**config.mk**
```make
export PLATFORM = sky130hd
export DESIGN_NAME = bsg_manycore_vcache_dma_concentrator
export DESIGN_NICKNAME = d
export VERILOG_FILES = /design/src/rtl/bsg_manycore_vcache_pkg.sv /design/src/rtl/bsg_manycore_vcache_dma_burst_steer.sv /design/src/rtl/bsg_manycore_vcache_dma_concentrator.sv
export SDC_FILE = /design/constraint.sdc
export NUM_CORES = 1
export LEC_CHECK = 0
export CAP_MARGIN = 15
export CORE_AREA = 2 2 126 128
export CTS_CLUSTER_DIAMETER = 30
export CTS_CLUSTER_SIZE = 20
export DETAILED_ROUTE_END_ITERATION = 6
export DIE_AREA = 0 0 128 130
export PLACE_DENSITY = 0.73
export REMOVE_ABC_BUFFERS = 1
export SLEW_MARGIN = 20
export SYNTH_ARGS = -nofsm -noshare
export SYNTH_HDL_FRONTEND = slang
export SYNTH_SLANG_ARGS = --single-unit
```
**constraint.sdc**
```tcl
create_clock -name clk_i -period 3.1 [get_ports clk_i]
set_input_delay 0.775 -clock clk_i [delete_from_list [all_inputs] [get_ports clk_i]]
set_output_delay 0.775 -clock clk_i [all_outputs]
set_load 0.02 [all_outputs]
```
**src/rtl/bsg_manycore_vcache_pkg.sv**
```systemverilog
// ---------------------------------------------------------------------------
// bsg_manycore_vcache_pkg
// Shared types and defaults for the multi-bank vcache tile DMA logic.
//   - arb_state_e               : packet-arbiter lock state
//   - vcache_dma_conc_stats_s   : per-bank concentrator statistics record
//   - vcache_dma_burst_len_gp   : default beats per DMA block
//   - vcache_dma_id_els_gp      : default depth of each outstanding-ID FIFO
//   - dma_pkt_width()           : width of a bsg_cache DMA packet
// ---------------------------------------------------------------------------
package bsg_manycore_vcache_pkg;

   localparam int vcache_dma_burst_len_gp = 8;
   localparam int vcache_dma_id_els_gp    = 4;

   typedef enum logic {
      ARB_OPEN   = 1'b0,
      ARB_LOCKED = 1'b1
   } arb_state_e;

   // read_pkts sits in the low word so that stats_o[bank][0] is the read
   // count, [1] the write count and [2] the stall count.
   typedef struct packed {
      logic [31:0] stall_cycles;
      logic [31:0] write_pkts;
      logic [31:0] read_pkts;
   } vcache_dma_conc_stats_s;

   // Layout matches the bsg_cache DMA packet: {write_not_read, mask, addr},
   // so write_not_read is always the MSB.
   function automatic int dma_pkt_width(input int addr_width, input int mask_width);
      return 1 + mask_width + addr_width;
   endfunction

endpackage

```
**src/rtl/bsg_manycore_vcache_dma_burst_steer.sv**
```systemverilog
// ---------------------------------------------------------------------------
// bsg_manycore_vcache_dma_burst_steer
// Remembers which bank owns each outstanding DMA burst in one direction and
// counts the beats of the burst at the head, retiring it on its last beat.
//
// Ports:
//   i_clk, i_reset    clock, synchronous active-high reset
//   i_push_v          a packet of this direction was accepted downstream
//   i_push_id         bank index of that packet
//   i_beat            one beat of the head burst handshaked this cycle
//   o_head_id         bank owning the head burst
//   o_valid           at least one burst outstanding
//   o_full            no room for another outstanding burst
// ---------------------------------------------------------------------------
module bsg_manycore_vcache_dma_burst_steer
   import bsg_manycore_vcache_pkg::*;
#(
   parameter int id_width_p  = 1,
   parameter int els_p       = vcache_dma_id_els_gp,
   parameter int burst_len_p = vcache_dma_burst_len_gp
) (
   input  logic                  i_clk,
   input  logic                  i_reset,
   input  logic                  i_push_v,
   input  logic [id_width_p-1:0] i_push_id,
   input  logic                  i_beat,
   output logic [id_width_p-1:0] o_head_id,
   output logic                  o_valid,
   output logic                  o_full
);

   localparam int ptr_w_lp  = (els_p > 1) ? $clog2(els_p) : 1;
   localparam int cnt_w_lp  = $clog2(els_p + 1);
   localparam int beat_w_lp = (burst_len_p > 1) ? $clog2(burst_len_p) : 1;

   localparam logic [beat_w_lp-1:0] last_beat_lp = beat_w_lp'(burst_len_p - 1);
   localparam logic [ptr_w_lp-1:0]  last_slot_lp = ptr_w_lp'(els_p - 1);
   localparam logic [cnt_w_lp-1:0]  full_cnt_lp  = cnt_w_lp'(els_p);

   logic [id_width_p-1:0] r_mem [els_p];
   logic [ptr_w_lp-1:0]   r_rd_ptr;
   logic [ptr_w_lp-1:0]   r_wr_ptr;
   logic [cnt_w_lp-1:0]   r_count;
   logic [beat_w_lp-1:0]  r_beat_cnt;

   logic w_beat;
   logic w_last;
   logic w_pop;
   logic w_push;

   assign o_valid   = (r_count != '0);
   assign o_full    = (r_count == full_cnt_lp);
   assign o_head_id = r_mem[r_rd_ptr];

   // With burst_len_p == 1 the counter is pinned at 0, so every beat is last.
   assign w_beat = i_beat & o_valid;
   assign w_last = (r_beat_cnt == last_beat_lp);
   assign w_pop  = w_beat & w_last;
   // A full FIFO still takes a push when the head retires in the same cycle.
   assign w_push = i_push_v & (~o_full | w_pop);

   always_ff @(posedge i_clk) begin
      if (i_reset) begin
         r_rd_ptr   <= '0;
         r_wr_ptr   <= '0;
         r_count    <= '0;
         r_beat_cnt <= '0;
      end else begin
         if (w_push)
            r_wr_ptr <= (r_wr_ptr == last_slot_lp) ? '0 : r_wr_ptr + ptr_w_lp'(1);
         if (w_pop)
            r_rd_ptr <= (r_rd_ptr == last_slot_lp) ? '0 : r_rd_ptr + ptr_w_lp'(1);
         case ({w_push, w_pop})
            2'b10:   r_count <= r_count + cnt_w_lp'(1);
            2'b01:   r_count <= r_count - cnt_w_lp'(1);
            default: r_count <= r_count;
         endcase
         if (w_beat)
            r_beat_cnt <= w_last ? '0 : r_beat_cnt + beat_w_lp'(1);
      end
   end

   // Storage needs no reset: the pointers and count define what is live.
   always_ff @(posedge i_clk) begin
      if (w_push)
         r_mem[r_wr_ptr] <= i_push_id;
   end

endmodule

```
**src/rtl/bsg_manycore_vcache_dma_concentrator.sv**
```systemverilog
// ---------------------------------------------------------------------------
// bsg_manycore_vcache_dma_concentrator
// Funnels the DMA ports of num_caches_p vcache banks into one bsg_cache DMA
// port. Packets are arbitrated round-robin (combinational, zero latency) and
// held stable once offered. Write beats are taken from the bank owning the
// oldest outstanding write; read beats are returned to the bank owning the
// oldest outstanding read. Reads and writes progress independently.
//
// Ports:
//   clk_i, reset_i                       clock, synchronous active-high reset
//   cache_dma_pkt_i/_v_i/_yumi_o         per-bank packet request
//   cache_dma_data_o/_v_o/_ready_and_i   per-bank read-beat return
//   cache_dma_data_i/_v_i/_yumi_o        per-bank write-beat source
//   mem_dma_pkt_o/_v_o/_yumi_i           shared packet port
//   mem_dma_data_i/_v_i/_ready_and_o     shared read-return port
//   mem_dma_data_o/_v_o/_yumi_i          shared write port
//   stats_o                              per-bank {stall, write, read} counts,
//                                        only with BSG_VCACHE_DMA_CONCENTRATOR_STATS_EN
//
// Arbiter states:
//   state      | meaning
//   ARB_OPEN   | no packet offered last cycle; grant follows round-robin
//   ARB_LOCKED | packet offered and not yet taken; grant held until yumi
// ---------------------------------------------------------------------------
module bsg_manycore_vcache_dma_concentrator
   import bsg_manycore_vcache_pkg::*;
#(
   parameter int num_caches_p     = 2,
   parameter int addr_width_p     = 28,
   parameter int mask_width_p     = 8,
   parameter int dma_data_width_p = 32,
   parameter int burst_len_p      = vcache_dma_burst_len_gp,
   parameter int id_fifo_els_p    = vcache_dma_id_els_gp,
   localparam int lg_num_caches_lp = (num_caches_p > 1) ? $clog2(num_caches_p) : 1,
   localparam int dma_pkt_width_lp = dma_pkt_width(addr_width_p, mask_width_p)
) (
   input  logic                                             clk_i,
   input  logic                                             reset_i,

   input  logic [num_caches_p-1:0][dma_pkt_width_lp-1:0]    cache_dma_pkt_i,
   input  logic [num_caches_p-1:0]                          cache_dma_pkt_v_i,
   output logic [num_caches_p-1:0]                          cache_dma_pkt_yumi_o,

   output logic [num_caches_p-1:0][dma_data_width_p-1:0]    cache_dma_data_o,
   output logic [num_caches_p-1:0]                          cache_dma_data_v_o,
   input  logic [num_caches_p-1:0]                          cache_dma_data_ready_and_i,

   input  logic [num_caches_p-1:0][dma_data_width_p-1:0]    cache_dma_data_i,
   input  logic [num_caches_p-1:0]                          cache_dma_data_v_i,
   output logic [num_caches_p-1:0]                          cache_dma_data_yumi_o,

   output logic [dma_pkt_width_lp-1:0]                      mem_dma_pkt_o,
   output logic                                             mem_dma_pkt_v_o,
   input  logic                                             mem_dma_pkt_yumi_i,

   input  logic [dma_data_width_p-1:0]                      mem_dma_data_i,
   input  logic                                             mem_dma_data_v_i,
   output logic                                             mem_dma_data_ready_and_o,

   output logic [dma_data_width_p-1:0]                      mem_dma_data_o,
   output logic                                             mem_dma_data_v_o,
   input  logic                                             mem_dma_data_yumi_i
`ifdef BSG_VCACHE_DMA_CONCENTRATOR_STATS_EN
   ,
   output logic [num_caches_p-1:0][2:0][31:0]               stats_o
`endif
);

   localparam int wnr_bit_lp = dma_pkt_width_lp - 1;
   localparam logic [lg_num_caches_lp-1:0] last_bank_lp = lg_num_caches_lp'(num_caches_p - 1);

   arb_state_e                  r_state;
   arb_state_e                  w_state_n;
   logic [lg_num_caches_lp-1:0] r_grant;
   logic [lg_num_caches_lp-1:0] r_rr_ptr;

   logic [num_caches_p-1:0]     w_elig;
   logic                        w_any;
   logic [lg_num_caches_lp-1:0] w_rr_pick;
   logic [lg_num_caches_lp-1:0] w_grant;
   logic [lg_num_caches_lp-1:0] w_grant_next;
   logic                        w_pkt_fire;
   logic                        w_pkt_is_write;

   logic [lg_num_caches_lp-1:0] w_rd_head;
   logic                        w_rd_valid;
   logic                        w_rd_full;
   logic                        w_rd_beat;
   logic [lg_num_caches_lp-1:0] w_wr_head;
   logic                        w_wr_valid;
   logic                        w_wr_full;
   logic                        w_wr_beat;

   // ---------------- packet arbitration ----------------
   always_comb begin
      w_elig = '0;
      for (int i = 0; i < num_caches_p; i++)
         w_elig[i] = cache_dma_pkt_v_i[i]
                   & (cache_dma_pkt_i[i][wnr_bit_lp] ? ~w_wr_full : ~w_rd_full);
   end

   // Search starts at the round-robin pointer and wraps once around the banks.
   always_comb begin
      int idx;
      w_any     = 1'b0;
      w_rr_pick = '0;
      for (int k = 0; k < num_caches_p; k++) begin
         idx = int'(r_rr_ptr) + k;
         if (idx >= num_caches_p)
            idx = idx - num_caches_p;
         if (!w_any && w_elig[idx]) begin
            w_any     = 1'b1;
            w_rr_pick = lg_num_caches_lp'(idx);
         end
      end
   end

   always_comb begin
      w_state_n       = r_state;
      w_grant         = w_rr_pick;
      mem_dma_pkt_v_o = w_any;
      case (r_state)
         ARB_OPEN: begin
            if (w_any && !mem_dma_pkt_yumi_i)
               w_state_n = ARB_LOCKED;
         end
         ARB_LOCKED: begin
            w_grant         = r_grant;
            mem_dma_pkt_v_o = 1'b1;
            if (mem_dma_pkt_yumi_i)
               w_state_n = ARB_OPEN;
         end
         default: w_state_n = ARB_OPEN;
      endcase
   end

   always_ff @(posedge clk_i) begin
      if (reset_i)
         r_state <= ARB_OPEN;
      else
         r_state <= w_state_n;
   end

   assign mem_dma_pkt_o  = cache_dma_pkt_i[w_grant];
   assign w_pkt_fire     = mem_dma_pkt_v_o & mem_dma_pkt_yumi_i;
   assign w_pkt_is_write = mem_dma_pkt_o[wnr_bit_lp];
   assign w_grant_next   = (w_grant == last_bank_lp) ? '0 : w_grant + lg_num_caches_lp'(1);

   always_comb begin
      cache_dma_pkt_yumi_o = '0;
      if (w_pkt_fire)
         cache_dma_pkt_yumi_o[w_grant] = 1'b1;
   end

   // r_grant simply tracks w_grant; while locked w_grant is r_grant, so it holds.
   always_ff @(posedge clk_i) begin
      if (reset_i) begin
         r_grant  <= '0;
         r_rr_ptr <= '0;
      end else begin
         r_grant <= w_grant;
         if (w_pkt_fire)
            r_rr_ptr <= w_grant_next;
      end
   end

   // ---------------- outstanding-burst tracking ----------------
   bsg_manycore_vcache_dma_burst_steer #(
      .id_width_p  (lg_num_caches_lp),
      .els_p       (id_fifo_els_p),
      .burst_len_p (burst_len_p)
   ) u_rd_steer (
      .i_clk     (clk_i),
      .i_reset   (reset_i),
      .i_push_v  (w_pkt_fire & ~w_pkt_is_write),
      .i_push_id (w_grant),
      .i_beat    (w_rd_beat),
      .o_head_id (w_rd_head),
      .o_valid   (w_rd_valid),
      .o_full    (w_rd_full)
   );

   bsg_manycore_vcache_dma_burst_steer #(
      .id_width_p  (lg_num_caches_lp),
      .els_p       (id_fifo_els_p),
      .burst_len_p (burst_len_p)
   ) u_wr_steer (
      .i_clk     (clk_i),
      .i_reset   (reset_i),
      .i_push_v  (w_pkt_fire & w_pkt_is_write),
      .i_push_id (w_grant),
      .i_beat    (w_wr_beat),
      .o_head_id (w_wr_head),
      .o_valid   (w_wr_valid),
      .o_full    (w_wr_full)
   );

   // ---------------- write path ----------------
   assign mem_dma_data_o   = cache_dma_data_i[w_wr_head];
   assign mem_dma_data_v_o = cache_dma_data_v_i[w_wr_head] & w_wr_valid;
   assign w_wr_beat        = mem_dma_data_v_o & mem_dma_data_yumi_i;

   always_comb begin
      cache_dma_data_yumi_o = '0;
      if (w_wr_valid)
         cache_dma_data_yumi_o[w_wr_head] = mem_dma_data_yumi_i;
   end

   // ---------------- read path ----------------
   assign mem_dma_data_ready_and_o = cache_dma_data_ready_and_i[w_rd_head] & w_rd_valid;
   assign w_rd_beat                = mem_dma_data_v_i & mem_dma_data_ready_and_o;

   always_comb begin
      cache_dma_data_v_o = '0;
      if (w_rd_valid)
         cache_dma_data_v_v_fix: cache_dma_data_v_o[w_rd_head] = mem_dma_data_v_i;
   end

   always_comb begin
      for (int i = 0; i < num_caches_p; i++)
         cache_dma_data_o[i] = mem_dma_data_i;
   end

   // Read data with nothing outstanding has no owner; it is never accepted.
   a_rd_has_owner: assert property (@(posedge clk_i) disable iff (reset_i)
                                     !(mem_dma_data_v_i && !w_rd_valid));

   // ---------------- optional statistics ----------------
`ifdef BSG_VCACHE_DMA_CONCENTRATOR_STATS_EN
   vcache_dma_conc_stats_s r_stats [num_caches_p];

   for (genvar g = 0; g < num_caches_p; g++) begin : g_stats
      always_ff @(posedge clk_i) begin
         if (reset_i) begin
            r_stats[g] <= '0;
         end else begin
            if (cache_dma_pkt_yumi_o[g] && !w_pkt_is_write && (r_stats[g].read_pkts != '1))
               r_stats[g].read_pkts <= r_stats[g].read_pkts + 32'd1;
            if (cache_dma_pkt_yumi_o[g] && w_pkt_is_write && (r_stats[g].write_pkts != '1))
               r_stats[g].write_pkts <= r_stats[g].write_pkts + 32'd1;
            if (cache_dma_pkt_v_i[g] && !cache_dma_pkt_yumi_o[g] && (r_stats[g].stall_cycles != '1))
               r_stats[g].stall_cycles <= r_stats[g].stall_cycles + 32'd1;
         end
      end
      assign stats_o[g] = r_stats[g];
   end
`endif

endmodule
```
Word-level counts from Yosys, hierarchy flattened
Memory sizes are Yosys's and may differ from the RTL's. A register that Yosys moved wholly into a read port is not among the register bits. Index checks and enable logic that the tools add are counted.

Memory bits (writable): 8. Output and inout bits: 142. Word-level logic and storage cells: 136. Bits in latches: 0. Bits in registers: 23. Memories: 2. Input bits: 181. Bits in read-only memories: 0.

Add/sub/neg operators: 14. Multiply operators: 0. Multiplexer cells: 53. Div/mod/pow operators: 0. Bitwise gates (word level): 23. Reductions and logical operators: 11. Order comparisons: 10. Equal/unequal tests: 12. Shifts and indexed selects: 0.

Memory list: u_rd_steer.r_mem (words 4, bits a word 1, rd ports 1, clocked after memory_dff 1, wr ports 1, RTL line bsg_manycore_vcache_dma_burst_steer.sv:40) `logic [id_width_p-1:0] r_mem [els_p];`; u_wr_steer.r_mem (words 4, bits a word 1, rd ports 1, clocked after memory_dff 1, wr ports 1, RTL line bsg_manycore_vcache_dma_burst_steer.sv:40).

Operators with widths (count): 32-bit two-way mux (4); 37-bit two-way mux (2); 32-bit by 3-bit less-than comparator with 1-bit output (second input constant) (2); 1-bit two-way mux (28); 2-bit two-way mux (11); 1-bit AND (15); 3-bit by 1-bit adder with 3-bit output (second input constant) (4); 2-bit == test (second input constant) (6); 3-bit == test (second input constant) (4); 3-bit one-hot mux with 2 select lines (2); 2-bit by 1-bit adder with 2-bit output (second input constant) (4); 1-bit by 2-bit less-than comparator with 1-bit output (second input constant) (3); 3-bit two-way mux (2); 3-bit nonzero test (2); 3-bit by 1-bit subtractor with 3-bit output (second input constant) (2); 1-bit logical AND (5); 2-bit AND (2); 2-bit by 1-bit == test with 1-bit output (second input constant) (2); 1-bit NOT (4); 2-bit nonzero test (2); 1-bit demux with 1-bit select (3); 1-bit greater-or-equal comparator (second input constant) (3); 1-bit by 2-bit subtractor with 3-bit output (second input constant) (1); 2-bit by 2-bit subtractor with 3-bit output (second input constant) (1); other kinds (7) (9).

Longest topological paths before layout
Depth after elaboration: 19. Depth in mapped cells: 12.

Modules after synthesis
From an unflattened synthesis, not the netlist that was laid out.

Cells, all modules: 336. Area total of the unflattened synthesis: 3323.2 um2.

Modules (own cells, without submodules): bsg_manycore_vcache_dma_concentrator (area each 1724.2 um2, seq. area each 60.1 um2, cells an instance 180, times used 1); bsg_manycore_vcache_dma_burst_steer (area each 799.5 um2, seq. area each 360.3 um2, cells an instance 78, times used 2).

Worst setup path before layout
Ideal clock, no wire load.

Kind: in2reg. Start: input port cache_dma_pkt_v_i[0]. End: register u_wr_steer.r_count[2]. Data required time: 3030 ps. Stages on the path: 11. Path slack: 23 ps. Setup time: 70 ps. Path buffers: 0. Arrival: 3006 ps. Cells stage by stage: or3b_1 > a211o_1 > and3_4 > o221a_4 > inv_1 > ha_1 > inv_1 > fa_1 > xor2_1 > or3_1 > a21oi_1.

Word-level cells in the longest chain between the ends: 15.

Ends and longest elaborated chain: start, declared (RTL line bsg_manycore_vcache_dma_concentrator.sv:41) `input logic [num_caches_p-1:0] cache_dma_pkt_v_i,`; 1-bit AND * (RTL line bsg_manycore_vcache_dma_concentrator.sv:99) `& (cache_dma_pkt_i[i][wnr_bit_lp] ? ~w_wr_full : ~w_rd_full);`; 1-bit two-way mux (implied by the code) (3 in a row) (RTL line bsg_manycore_vcache_dma_concentrator.sv:111) `if (!w_any && w_elig[idx]) begin`; 1-bit two-way mux (RTL line bsg_manycore_vcache_dma_concentrator.sv:111); 1-bit zero test (RTL line bsg_manycore_vcache_dma_concentrator.sv:111); 1-bit logical AND (RTL line bsg_manycore_vcache_dma_concentrator.sv:111); 1-bit two-way mux (RTL line bsg_manycore_vcache_dma_concentrator.sv:111); 1-bit two-way mux (RTL line bsg_manycore_vcache_dma_concentrator.sv:122) `case (r_state)`; 37-bit two-way mux (implied by the code) (2 in a row) (RTL line bsg_manycore_vcache_dma_concentrator.sv:144) `assign mem_dma_pkt_o = cache_dma_pkt_i[w_grant];`; 1-bit AND * (RTL line bsg_manycore_vcache_dma_concentrator.sv:190) `.i_push_v (w_pkt_fire & w_pkt_is_write),`; 1-bit AND * (RTL line bsg_manycore_vcache_dma_burst_steer.sv:60) `assign w_push = i_push_v & (~o_full | w_pop);`; 2-bit by 1-bit == test with 1-bit output / 2-bit == test (equally long branches) (RTL line bsg_manycore_vcache_dma_burst_steer.sv:73) `case ({w_push, w_pop})`; 3-bit one-hot mux with 2 select lines / 2-bit nonzero test (equally long branches); end signal, assigned (RTL line bsg_manycore_vcache_dma_burst_steer.sv:74) `2'b10: r_count <= r_count + cnt_w_lp'(1);`; end signal, assigned (RTL line bsg_manycore_vcache_dma_burst_steer.sv:75) `2'b01: r_count <= r_count - cnt_w_lp'(1);`; end signal, assigned (RTL line bsg_manycore_vcache_dma_burst_steer.sv:76) `default: r_count <= r_count;`; end, declared (RTL line bsg_manycore_vcache_dma_burst_steer.sv:43) `logic [cnt_w_lp-1:0] r_count;`.

Mark *: on every way between the ends. The rest lies on a longest branch, timed or not. The select of a mux whose other input is x is not followed. A chain may end at the register's enable or synchronous reset.

Worst setup path after layout
Start: input port cache_dma_pkt_v_i[0]. End: output port mem_dma_pkt_o[12].

Word-level cells in the longest chain between the ends: 11.

Ends and longest elaborated chain: 1-bit AND * (RTL line bsg_manycore_vcache_dma_concentrator.sv:99); 1-bit two-way mux (implied by the code) (3 in a row) (RTL line bsg_manycore_vcache_dma_concentrator.sv:111); 1-bit two-way mux (RTL line bsg_manycore_vcache_dma_concentrator.sv:111); 1-bit zero test (RTL line bsg_manycore_vcache_dma_concentrator.sv:111); 1-bit logical AND (RTL line bsg_manycore_vcache_dma_concentrator.sv:111); 1-bit two-way mux * (RTL line bsg_manycore_vcache_dma_concentrator.sv:111); 1-bit two-way mux * (RTL line bsg_manycore_vcache_dma_concentrator.sv:122); 37-bit two-way mux (implied by the code) * (2 in a row) (RTL line bsg_manycore_vcache_dma_concentrator.sv:144); end, declared (RTL line bsg_manycore_vcache_dma_concentrator.sv:52) `output logic [dma_pkt_width_lp-1:0] mem_dma_pkt_o,`.

Marked as above.

==> results.tsv <==
stage	metric	value	unit
place	IO buf count	226	
yosys	synthesized cell area	3210	um2
route	initial detailed-routing violation count	95	
floorplan	Die X	128	um
status	failing checks	negative setup slack	
power	LEAKAGE	2.68	nW
power	Power Density	314	nW/um2
floorplan	die area	16600	um2
setup_path	Startpoint Class	input port	
sta	RSZ-0062 raised after global routing	true	
layout	layout cells sized above 1	0.371	
setup_path	CP Class	input port to output pin	
power	Clock power frac	0.250	
yosys	EDFF count, synth	8	
yosys	post-synthesis cell count	329	
hold_path	worst hold path depth	2	
yosys	ys async rst share	0	
sta	final worst slack	-0.0401	ns
layout	synth-to-layout area growth	88.2	%
layout	Util after Layout	0.391	
cts	clk slew on worst S/H paths	0.05	ns
layout	design area	6030	um2
route	Residual DRC	0	
sta	worst-margin pin slew	0.590	ns
layout	# diodes	0	
route	DR pass1 iterations	4	
route	vias per inst	4.53	
floorplan	Site Rows	46	
sta	Min Hold Slack	0.498	ns
yosys	Synth Register Bits	35	
sta	Worst Skew	0.00680	ns
floorplan	initial core utilization	0.208	
route	routed vias	3251	
global_routing	GR Util All Layers	0.160	
hold_path	worst hold-check path type	flip-flop to flip-flop	
yosys	Mean Syn Cell Area	9.75	um2
setup_path	FF-to-FF path depth	13	
yosys	register area share after synthesis	0.243	
place	HPWL after DPL	11300	um
sta	crit share post-route	1.01	
place	Area after DPL	5460	um2
layout	Non-Filler Instances	717	
cts	CTS root buf	clkbuf_16	
setup_path	Crit Path Max Fanout	7	
setup_path	Worst EP required	2.32	ns
route	Routed Antenna Nets	0	
setup_path	endpoint class of the critical path	output pin	
yosys	YS warnings	0	
setup_path	worst endpoint data arrival time	2.37	ns
sta	Tmin final	3.14	ns
global_routing	number of global-route vias before repair	3443	
power	sw frac	0.299	
sta	fmax	0.318	GHz
global_routing	grt total ovfl	0	
cts	Sink Count	35	
cts	Skew-Pair Late Insertion Delay	0.28	ns
cts	H-tree Lvls	2	
route	Wirelength per Cell	19.7	um
sta	fin. max-slew vios	0	
yosys	synth unique cells	44	
status	status	complete, but fails checks	
floorplan	I/O Pins	323	
sta	Slew HR	0.605	
route	final wirelength	14200	um
sta	final setup fails	20	
global_routing	global-route wire length before repair	19700	um
sta	final hold violation count	0	
yosys	Top FF cell, synth	dfxtp_1	
cts	Clock Tree Buf Depth	2	
floorplan	die height	130	um
power	Worst IR Drop VDD	0.194	mV
sta	Setup TNS	-0.465	ns
power	share of power burned in registers	0.263	
place	placed cell count	703	
place	Place WS	-0.856	ns
layout	# nets final	723	
power	Tot Pwr	1.89	mW
power	Logic pwr share	0.487	
power	Int Power	1.33	mW
global_routing	antenna violations before repair	0	
place	global placement routability congestion	0.805	
power	switching power	0.566	mW
cts	CTS tree	yes	
cts	TritonCTS Buffers	5	
floorplan	core box area	15400	um2
run	Max Cap Viol	0	
global_routing	pin count of the biggest net entering global routing	35	
==> cells in the final DEF, fill, tap and decap left out, types with 8 or more instances in the layout <==
cell,count
dlygate4sd2_1,9
nor2_1,30
dfxtp_1,26
buf_6,43
edfxtp_1,8
mux2_4,37
ha_1,14
buf_4,29
clkdlybuf4s50_1,150
dlymetal6s2s_1,21
mux2i_1,10
mux2_2,32
inv_1,13
and2_1,9
==> layer usage <==
layer / vias up / GRT usage / wire, um
met4: 4 / 0.0252 / 111
li1: 1461 / - / -
met2: 296 / 0.255 / 6030
met1: 1473 / 0.163 / 5120
met3: 17 / 0.128 / 2750
met5: - / 0.0824 / 135
==> critical path, stage by stage <==
cell     delay, ns
buf_6         0.07
or3b_4        0.37
a211o_1       0.29
o21ai_4       0.10
buf_6         0.17
buf_16        0.14
mux2_4        0.31
buf_6         0.13
==> path summary, 6_finish.rpt <==
kind / from / endpoint / slack, ns
worst max-delay path: cache_dma_pkt_v_i[0] / mem_dma_pkt_o[12] / -0.04
worst max register to register: u_rd_steer.r_count[2] / u_wr_steer.r_count[2] / 0.09
worst min register to register: u_rd_steer.r_beat_cnt[0] / u_rd_steer.r_beat_cnt[0] / 0.50
worst min-delay path: u_rd_steer.r_beat_cnt[0] / u_rd_steer.r_beat_cnt[0] / 0.50
==> cell type report <==
type                            instances  area (um2)
Sequential cell                        35         782
Tap cell                              192         240
Multi-Input combinational cell        202        2110
Fill cell                            1469        9390
Inverter                               16        60.1
Timing Repair Buffer                  264        2700
Clock buffer                            7         133
Clock inverter                          1        5.00
==> synthesized netlist by cell type (2+ instances only) <==
| library cell | number | area [um2] |
|---|---|---|
| nor2_1 | 31 | 116 |
| clkbuf_1 | 6 | 22.5 |
| dfxtp_1 | 27 | 541 |
| nor3_1 | 5 | 25.0 |
| buf_2 | 4 | 20.0 |
| mux4_2 | 2 | 45.0 |
| fa_1 | 2 | 40.0 |
| or3_1 | 2 | 12.5 |
| nand2_1 | 5 | 18.8 |
| and2_1 | 9 | 56.3 |
| nor3b_1 | 4 | 30.0 |
| a21oi_1 | 7 | 35.0 |
| xor2_1 | 4 | 35.0 |
| edfxtp_1 | 8 | 240 |
| mux2i_1 | 10 | 100 |
| or3b_1 | 2 | 17.5 |
| o21ai_0 | 7 | 35.0 |
| ha_1 | 16 | 200 |
| mux2_2 | 68 | 766 |
| nor4b_1 | 2 | 17.5 |
| inv_1 | 16 | 60.1 |
| buf_4 | 65 | 488 |
| nand2b_1 | 6 | 37.5 |
==> power by group through the flow <==
| stage | Sequential [mW] | Clock, mW | Combinational (mW) |
|---|---|---|---|
| global route | 0.500 | 0.500 | 0.972 |
| detailed placement | 0.506 | 0 | 0.827 |
| CTS | 0.497 | 0.483 | 0.931 |
| floorplan | 0.506 | 0 | 0.345 |
| global placement | 0.504 | 0 | 0.819 |
| finish | 0.498 | 0.473 | 0.921 |
==> logic make-up after synthesis <==
family	count (synthesis)	share of synthesized area
multiplexers	83	0.299
AO/OA/AOI/OAI	23	0.0550
adder cells (fa/ha/maj)	18	0.0749
AND/OR/NAND/NOR	74	0.129
XOR/XNOR	4	0.0109
flip-flops	35	0.243
buffers and inverters	92	0.188
==> what timing repair did <==
action,4_1_cts,5_1_grt
gates cloned,2,0
hold buffers,0,0
buffers inserted,7,1
pin swaps,8,15
resized for setup,300,46
endpoints found under the setup margin,74,63
(Power assumes the default switching activity.)
